$ cat config.mk
export PLATFORM = sky130hd
export DESIGN_NAME = mem_access_unit_flat
export DESIGN_NICKNAME = d
export VERILOG_FILES = /design/src/rtl/mem_access_unit_if.sv /design/src/rtl/mem_access_unit.sv /design/src/flat_wrapper.sv
export SDC_FILE = /design/constraint.sdc
export NUM_CORES = 1
export LEC_CHECK = 0
export CAP_MARGIN = 10
export CORE_UTILIZATION = 44
export DETAILED_ROUTE_END_ITERATION = 8
export PLACE_DENSITY = 0.84
export SLEW_MARGIN = 0
export SYNTH_ARGS = -nofsm -noshare
export SYNTH_HDL_FRONTEND = slang
export SYNTH_SLANG_ARGS = --single-unit
$ cat constraint.sdc
create_clock -name clk -period 2.55 [get_ports clk]
set_input_delay 0.51 -clock clk [delete_from_list [all_inputs] [get_ports clk]]
set_output_delay 0.51 -clock clk [all_outputs]
set_load 0.02 [all_outputs]
$ cat src/rtl/mem_access_unit_if.sv
// rtl/mem_access_unit_if.sv - execute-side request, data-memory port and writeback signals
interface mem_access_unit_if;
  logic        req_valid;
  logic        req_ready;
  logic [6:0]  opcode;
  logic [2:0]  funct3;
  logic [31:0] addr;
  logic [31:0] store_data;
  logic        dmem_req;
  logic        dmem_we;
  logic [3:0]  dmem_be;
  logic [31:0] dmem_addr;
  logic [31:0] dmem_wdata;
  logic        dmem_gnt;
  logic        dmem_rvalid;
  logic [31:0] dmem_rdata;
  logic        resp_valid;
  logic [31:0] resp_data;
  logic        access_fault;
  logic        bus_err;
  logic        stall;

  modport slave (
    input  req_valid, opcode, funct3, addr, store_data,
    input  dmem_gnt, dmem_rvalid, dmem_rdata,
    output req_ready, dmem_req, dmem_we, dmem_be, dmem_addr, dmem_wdata,
    output resp_valid, resp_data, access_fault, bus_err, stall
  );

  modport master (
    output req_valid, opcode, funct3, addr, store_data,
    output dmem_gnt, dmem_rvalid, dmem_rdata,
    input  req_ready, dmem_req, dmem_we, dmem_be, dmem_addr, dmem_wdata,
    input  resp_valid, resp_data, access_fault, bus_err, stall
  );
endinterface

$ cat src/rtl/mem_access_unit.sv
// rtl/mem_access_unit.sv - single-outstanding load/store unit with req/gnt/rvalid handshake
module mem_access_unit #(
  parameter int TIMEOUT_CYC = 64
) (
  input logic               clk,
  input logic               rst_n,
  mem_access_unit_if.slave  bus
);
  localparam logic [6:0] OP_LOAD  = 7'b0000011;
  localparam logic [6:0] OP_STORE = 7'b0100011;
  localparam int         CW       = (TIMEOUT_CYC < 2) ? 1 : $clog2(TIMEOUT_CYC + 1);

  typedef enum logic [1:0] {IDLE, REQ, WAIT, RESP} state_e;

  state_e      state_q, state_d;
  logic [CW-1:0] cnt_q, cnt_d;
  logic [2:0]  f3_q, f3_d;
  logic [1:0]  off_q, off_d;
  logic        we_q, we_d;
  logic [3:0]  be_q, be_d;
  logic [31:0] addr_q, addr_d;
  logic [31:0] wdata_q, wdata_d;
  logic [31:0] rdata_q, rdata_d;
  logic        fault_q, fault_d;
  logic        berr_q, berr_d;

  logic        is_load, is_store, f3_ok, align_ok, tmo_hit;
  logic [3:0]  be_new;
  logic [31:0] wdata_new, ext_data;
  logic [7:0]  b;
  logic [15:0] h;

  always_comb begin
    is_load  = (bus.opcode == OP_LOAD);
    is_store = (bus.opcode == OP_STORE);
    f3_ok    = 1'b0;
    if (is_load)
      f3_ok = (bus.funct3 inside {3'b000, 3'b001, 3'b010, 3'b100, 3'b101});
    else if (is_store)
      f3_ok = (bus.funct3 inside {3'b000, 3'b001, 3'b010});
    // funct3[1:0] encodes size for both loads and stores
    case (bus.funct3[1:0])
      2'b01:   align_ok = ~bus.addr[0];
      2'b10:   align_ok = (bus.addr[1:0] == 2'b00);
      default: align_ok = 1'b1;
    endcase

    be_new    = 4'b1111;
    wdata_new = bus.store_data;
    if (is_store) begin
      case (bus.funct3[1:0])
        2'b00: begin
          be_new    = 4'b0001 << bus.addr[1:0];
          wdata_new = {4{bus.store_data[7:0]}};
        end
        2'b01: begin
          be_new    = 4'b0011 << bus.addr[1:0];
          wdata_new = {2{bus.store_data[15:0]}};
        end
        default: ;
      endcase
    end
  end

  always_comb begin
    case (off_q)
      2'b00:   b = bus.dmem_rdata[7:0];
      2'b01:   b = bus.dmem_rdata[15:8];
      2'b10:   b = bus.dmem_rdata[23:16];
      default: b = bus.dmem_rdata[31:24];
    endcase
    h = off_q[1] ? bus.dmem_rdata[31:16] : bus.dmem_rdata[15:0];
    case (f3_q)
      3'b000:  ext_data = {{24{b[7]}}, b};
      3'b100:  ext_data = {24'd0, b};
      3'b001:  ext_data = {{16{h[15]}}, h};
      3'b101:  ext_data = {16'd0, h};
      default: ext_data = bus.dmem_rdata;
    endcase
  end

  assign tmo_hit = (TIMEOUT_CYC != 0) && (cnt_q == CW'(TIMEOUT_CYC - 1));

  always_comb begin
    state_d = state_q;
    cnt_d   = cnt_q;
    f3_d    = f3_q;
    off_d   = off_q;
    we_d    = we_q;
    be_d    = be_q;
    addr_d  = addr_q;
    wdata_d = wdata_q;
    rdata_d = rdata_q;
    fault_d = 1'b0;
    berr_d  = 1'b0;
    case (state_q)
      IDLE: begin
        if (bus.req_valid && (is_load || is_store)) begin
          if (f3_ok && align_ok) begin
            state_d = REQ;
            cnt_d   = '0;
            f3_d    = bus.funct3;
            off_d   = bus.addr[1:0];
            we_d    = is_store;
            be_d    = be_new;
            addr_d  = {bus.addr[31:2], 2'b00};
            wdata_d = wdata_new;
          end else begin
            fault_d = 1'b1;
          end
        end
      end
      REQ: begin
        // grant takes priority over a timeout expiring in the same cycle
        if (bus.dmem_gnt) begin
          state_d = we_q ? RESP : WAIT;
          cnt_d   = '0;
        end else if (tmo_hit) begin
          state_d = IDLE;
          berr_d  = 1'b1;
        end else begin
          cnt_d = cnt_q + CW'(1);
        end
      end
      WAIT: begin
        if (bus.dmem_rvalid) begin
          state_d = RESP;
          rdata_d = ext_data;
        end else if (tmo_hit) begin
          state_d = IDLE;
          berr_d  = 1'b1;
        end else begin
          cnt_d = cnt_q + CW'(1);
        end
      end
      default: state_d = IDLE;
    endcase
  end

  always_ff @(posedge clk or negedge rst_n) begin
    if (!rst_n) begin
      state_q <= IDLE;
      cnt_q   <= '0;
      f3_q    <= '0;
      off_q   <= '0;
      we_q    <= 1'b0;
      be_q    <= '0;
      addr_q  <= '0;
      wdata_q <= '0;
      rdata_q <= '0;
      fault_q <= 1'b0;
      berr_q  <= 1'b0;
    end else begin
      state_q <= state_d;
      cnt_q   <= cnt_d;
      f3_q    <= f3_d;
      off_q   <= off_d;
      we_q    <= we_d;
      be_q    <= be_d;
      addr_q  <= addr_d;
      wdata_q <= wdata_d;
      rdata_q <= rdata_d;
      fault_q <= fault_d;
      berr_q  <= berr_d;
    end
  end

  assign bus.req_ready    = (state_q == IDLE);
  assign bus.stall        = (state_q != IDLE);
  assign bus.dmem_req     = (state_q == REQ);
  assign bus.dmem_we      = we_q;
  assign bus.dmem_be      = be_q;
  assign bus.dmem_addr    = addr_q;
  assign bus.dmem_wdata   = wdata_q;
  assign bus.resp_valid   = (state_q == RESP);
  assign bus.resp_data    = rdata_q;
  assign bus.access_fault = fault_q;
  assign bus.bus_err      = berr_q;
endmodule

$ cat src/flat_wrapper.sv
// flat-port wrapper written by rule: the top's interface ports become plain ports
module mem_access_unit_flat 
#(
  parameter int TIMEOUT_CYC = 64
)
  (clk, rst_n, bus_req_valid, bus_opcode, bus_funct3, bus_addr, bus_store_data, bus_dmem_gnt, bus_dmem_rvalid, bus_dmem_rdata, bus_req_ready, bus_dmem_req, bus_dmem_we, bus_dmem_be, bus_dmem_addr, bus_dmem_wdata, bus_resp_valid, bus_resp_data, bus_access_fault, bus_bus_err, bus_stall);
  mem_access_unit_if bus_i ();
  input logic clk;
  input logic rst_n;
  input wire logic [$bits(bus_i.req_valid)-1:0] bus_req_valid;
  input wire logic [$bits(bus_i.opcode)-1:0] bus_opcode;
  input wire logic [$bits(bus_i.funct3)-1:0] bus_funct3;
  input wire logic [$bits(bus_i.addr)-1:0] bus_addr;
  input wire logic [$bits(bus_i.store_data)-1:0] bus_store_data;
  input wire logic [$bits(bus_i.dmem_gnt)-1:0] bus_dmem_gnt;
  input wire logic [$bits(bus_i.dmem_rvalid)-1:0] bus_dmem_rvalid;
  input wire logic [$bits(bus_i.dmem_rdata)-1:0] bus_dmem_rdata;
  output wire logic [$bits(bus_i.req_ready)-1:0] bus_req_ready;
  output wire logic [$bits(bus_i.dmem_req)-1:0] bus_dmem_req;
  output wire logic [$bits(bus_i.dmem_we)-1:0] bus_dmem_we;
  output wire logic [$bits(bus_i.dmem_be)-1:0] bus_dmem_be;
  output wire logic [$bits(bus_i.dmem_addr)-1:0] bus_dmem_addr;
  output wire logic [$bits(bus_i.dmem_wdata)-1:0] bus_dmem_wdata;
  output wire logic [$bits(bus_i.resp_valid)-1:0] bus_resp_valid;
  output wire logic [$bits(bus_i.resp_data)-1:0] bus_resp_data;
  output wire logic [$bits(bus_i.access_fault)-1:0] bus_access_fault;
  output wire logic [$bits(bus_i.bus_err)-1:0] bus_bus_err;
  output wire logic [$bits(bus_i.stall)-1:0] bus_stall;
  assign bus_i.req_valid = bus_req_valid;
  assign bus_i.opcode = bus_opcode;
  assign bus_i.funct3 = bus_funct3;
  assign bus_i.addr = bus_addr;
  assign bus_i.store_data = bus_store_data;
  assign bus_i.dmem_gnt = bus_dmem_gnt;
  assign bus_i.dmem_rvalid = bus_dmem_rvalid;
  assign bus_i.dmem_rdata = bus_dmem_rdata;
  assign bus_req_ready = bus_i.req_ready;
  assign bus_dmem_req = bus_i.dmem_req;
  assign bus_dmem_we = bus_i.dmem_we;
  assign bus_dmem_be = bus_i.dmem_be;
  assign bus_dmem_addr = bus_i.dmem_addr;
  assign bus_dmem_wdata = bus_i.dmem_wdata;
  assign bus_resp_valid = bus_i.resp_valid;
  assign bus_resp_data = bus_i.resp_data;
  assign bus_access_fault = bus_i.access_fault;
  assign bus_bus_err = bus_i.bus_err;
  assign bus_stall = bus_i.stall;
  mem_access_unit #(.TIMEOUT_CYC(TIMEOUT_CYC)) u_core (.clk(clk), .rst_n(rst_n), .bus(bus_i));
endmodule
==> metrics <==
Initial DRT Pass Iterations 5; layout cells sized above 1 0.130; Worst path top cell family by delay buffers and inverters; initial core utilization 0.455; crit path kind flip-flop to output port; most numerous cell in the Yosys netlist dfrtp_1; GRT Residual Overflow 0; crit-path max FO 5; Fin Setup TNS 0 ns; outcome completed; Worst setup SP type flip-flop; highest clock rate 415 MHz; Synth Area in Simple Gates 0.144; R2R depth 7; CP endpoint kind output port; distinct cell type count after synthesis 50; first-pass GRT wire length 25500 um; Synth top area share 0.522; GP Congestion 0.891; P_leak between 4 and 5 nW; Final Hold Viols 0; I/O pin count 218; Req. time, crit path 2.04 ns; Routed WL 16000 um; Detailed Place HPWL 11800 um; WP data arrival 1.90 ns; CP most frequent cell inv_1; met2 WL 7800 um; total track usage 0.256; FP Rows 40; final cell utilization of the core 0.700; Yosys top cell by area dfrtp_1; uppermost layer routed met4; hold path cells 1; Die ar. 13000 sq um; Max-cap violations 0; post-synthesis register bit count 115; Worst path slowest cell clkdlybuf4s50_1; Diodes inserted 0; Worst Hold Class flip-flop to flip-flop; Post-CTS Resized 0; multiplexer area fraction after synthesis 0.102; PortBufs between 200 and 250; Adder-Cell Fraction of Synth Area 0.0182; critical path depth 4; number of global-route vias before repair 5120; worst path bufs/invs 3; worst hold slack 0.476 ns; CTS tree yes; Worst Max-Slew Pin Slew 0.803 ns; EDFF count, synth 0; Max Root-Sink Buffers 2; Final Cycle Share 0.944; Die Span Y 114 um; Synth area leaders dfrtp_1 (52%), mux2_2 (8.2%), nand2_1 (6.5%); final worst slack 0.142 ns; Post-Route M1 WL roughly 6500 um; DRC errors left 0; Non-Filler Instances between 900 and 1000; Total Power 6.76 mW; Pwr Density around 800 nW/um^2; Finished Cell Area 8470 sq um; Avg Synthesized Cell Area 10.1 sq um; routed length per instance 16.9 um; post-synthesis compound-gate area fraction 0.165; worst path cell trace inv_1 -> ha_1 -> inv_1 -> clkdlybuf4s50_1; largest net degree at the start of global routing 56; CTS Buf Count 17; H-tree depth 4; Final #Nets 885; # fillers 903; peak supply drop 0.393 mV; via/cell ratio 5.45; relative slew slack 0.465; CP peak stage delay 0.61 ns; DR iter-0 viols 524; Main synth FF type dfrtp_1; Post-Synthesis Cells 544; Layout Area Growth over Synthesis 53.8%; core area between 10000 and 15000 sq um; DIE WIDTH 114 um; Synth async-reset ratio 1.00; vias 5144; dpl cells 914; Cell Area, Placed 7920 sq um; Synth warnings 0; Sink Count 115; RSZ-0062 raised after global routing false; clk_lat worst skew 0.42 ns; Root Buffer clkbuf_16; Post-synth top cells dfrtp_1 (115), nand2_1 (96), mux2_2 (40); synthesized area around 5500 sq um; max-slew violations 0; shortest period the worst path allows 2.41 ns; met3 wire len 1240 um; Setup WS pre-CTS -0.183 ns; XOR/XNOR Fraction of Synth Area 0; main combinational cell family by area after synthesis compound AO/OA/AOI/OAI gates; Routed Antenna Nets 0; CTS clk-pin slew, worst paths 0.05 ns; setup violators final 0; antenna violations before repair 0; post-synthesis sequential area ratio 0.522; clock skew 0.00802 ns
-- placed cells by master (no fill, tap or decap), types with 2 or more instances in the layout --
| master | count |
|---|---|
| nor2_1 | 11 |
| clkbuf_8 | 4 |
| nand3b_1 | 2 |
| and3_1 | 2 |
| a21oi_1 | 21 |
| mux2_2 | 40 |
| o22a_1 | 2 |
| clkinv_2 | 3 |
| nand2b_1 | 4 |
| clkbuf_1 | 3 |
| o21a_1 | 3 |
| a31oi_1 | 10 |
| a22o_1 | 9 |
| o22ai_1 | 7 |
| mux2i_1 | 8 |
| nand3_1 | 36 |
| o21ai_0 | 39 |
| a221oi_1 | 9 |
| inv_1 | 16 |
| o2bb2ai_1 | 2 |
| dfrtp_1 | 115 |
| o31ai_1 | 2 |
| buf_12 | 4 |
| nand4_1 | 2 |
| ha_1 | 8 |
| or2_2 | 2 |
| nor2b_1 | 3 |
| clkdlybuf4s50_1 | 214 |
| clkbuf_16 | 17 |
| conb_1 | 2 |
| nand2_1 | 96 |
| a21o_1 | 24 |
| buf_4 | 23 |
| nor3_1 | 12 |
-- state kept, by name (all words and copies together), names as in the netlist --
name	cells
u_core.bus.dmem_we	1
u_core.bus.dmem_wdata	32
u_core.cnt_q	7
u_core.state_q	2
u_core.bus.access_fault	1
u_core.bus.dmem_addr	30
u_core.bus.bus_err	1
u_core.off_q	2
u_core.f3_q	3
u_core.bus.dmem_be	4
u_core.bus.resp_data	32
-- layout make-up --
| type | count | area [sq um] | area share |
|---|---|---|---|
| Clock buffer | 24 | 492 | 0.0580 |
| Clock inverter | 5 | 52.6 | 0.00620 |
| Inverter | 16 | 60.1 | 0.00709 |
| Multi-Input combinational cell | 374 | 2380 | 0.280 |
| Sequential cell | 115 | 2880 | 0.340 |
| Tap cell | 168 | 210 | 0.0248 |
| Timing Repair Buffer | 242 | 2400 | 0.284 |
-- routing by layer --
| metal | up-vias | track usage |
|---|---|---|
| met5 | - | 0 |
| met1 | 2478 | 0.307 |
| li1 | 2366 | - |
| met4 | 0 | 0.119 |
| met3 | 39 | 0.0755 |
| met2 | 261 | 0.426 |
-- report_power, final --
group	switching, mW	internal [mW]
combinational	1.14	1.06
clock	0.786	1.42
sequential	0.207	2.15
total	2.14	4.62
-- kinds of logic after synthesis --
group                    after synthesis
flip-flops                           115
adder cells (fa/ha/maj)                8
AO/OA/AOI/OAI                        137
buffers and inverters                 56
multiplexers                          50
AND/OR/NAND/NOR                      177
other                                  1
-- path summary, 6_finish.rpt --
kind | to | from | slack (ns)
setup / recovery | bus_stall | u_core.state_q[0] | 0.14
hold / removal | u_core.bus.dmem_wdata[25] | u_core.bus.dmem_wdata[25] | 0.48
setup reg to reg | u_core.cnt_q[0] | u_core.state_q[0] | 0.58
hold reg to reg | u_core.bus.dmem_wdata[25] | u_core.bus.dmem_wdata[25] | 0.48
max in group asynchronous | u_core.bus.dmem_addr[29] | rst_n | 1.21
min in group asynchronous | u_core.bus.dmem_addr[12] | rst_n | 0.52
-- what timing repair did --
action	in CTS	in global routing
endpoints found under the hold margin	19	0
buffers inserted	0	0
hold buffers	1	0
(Power assumes the default switching activity.)
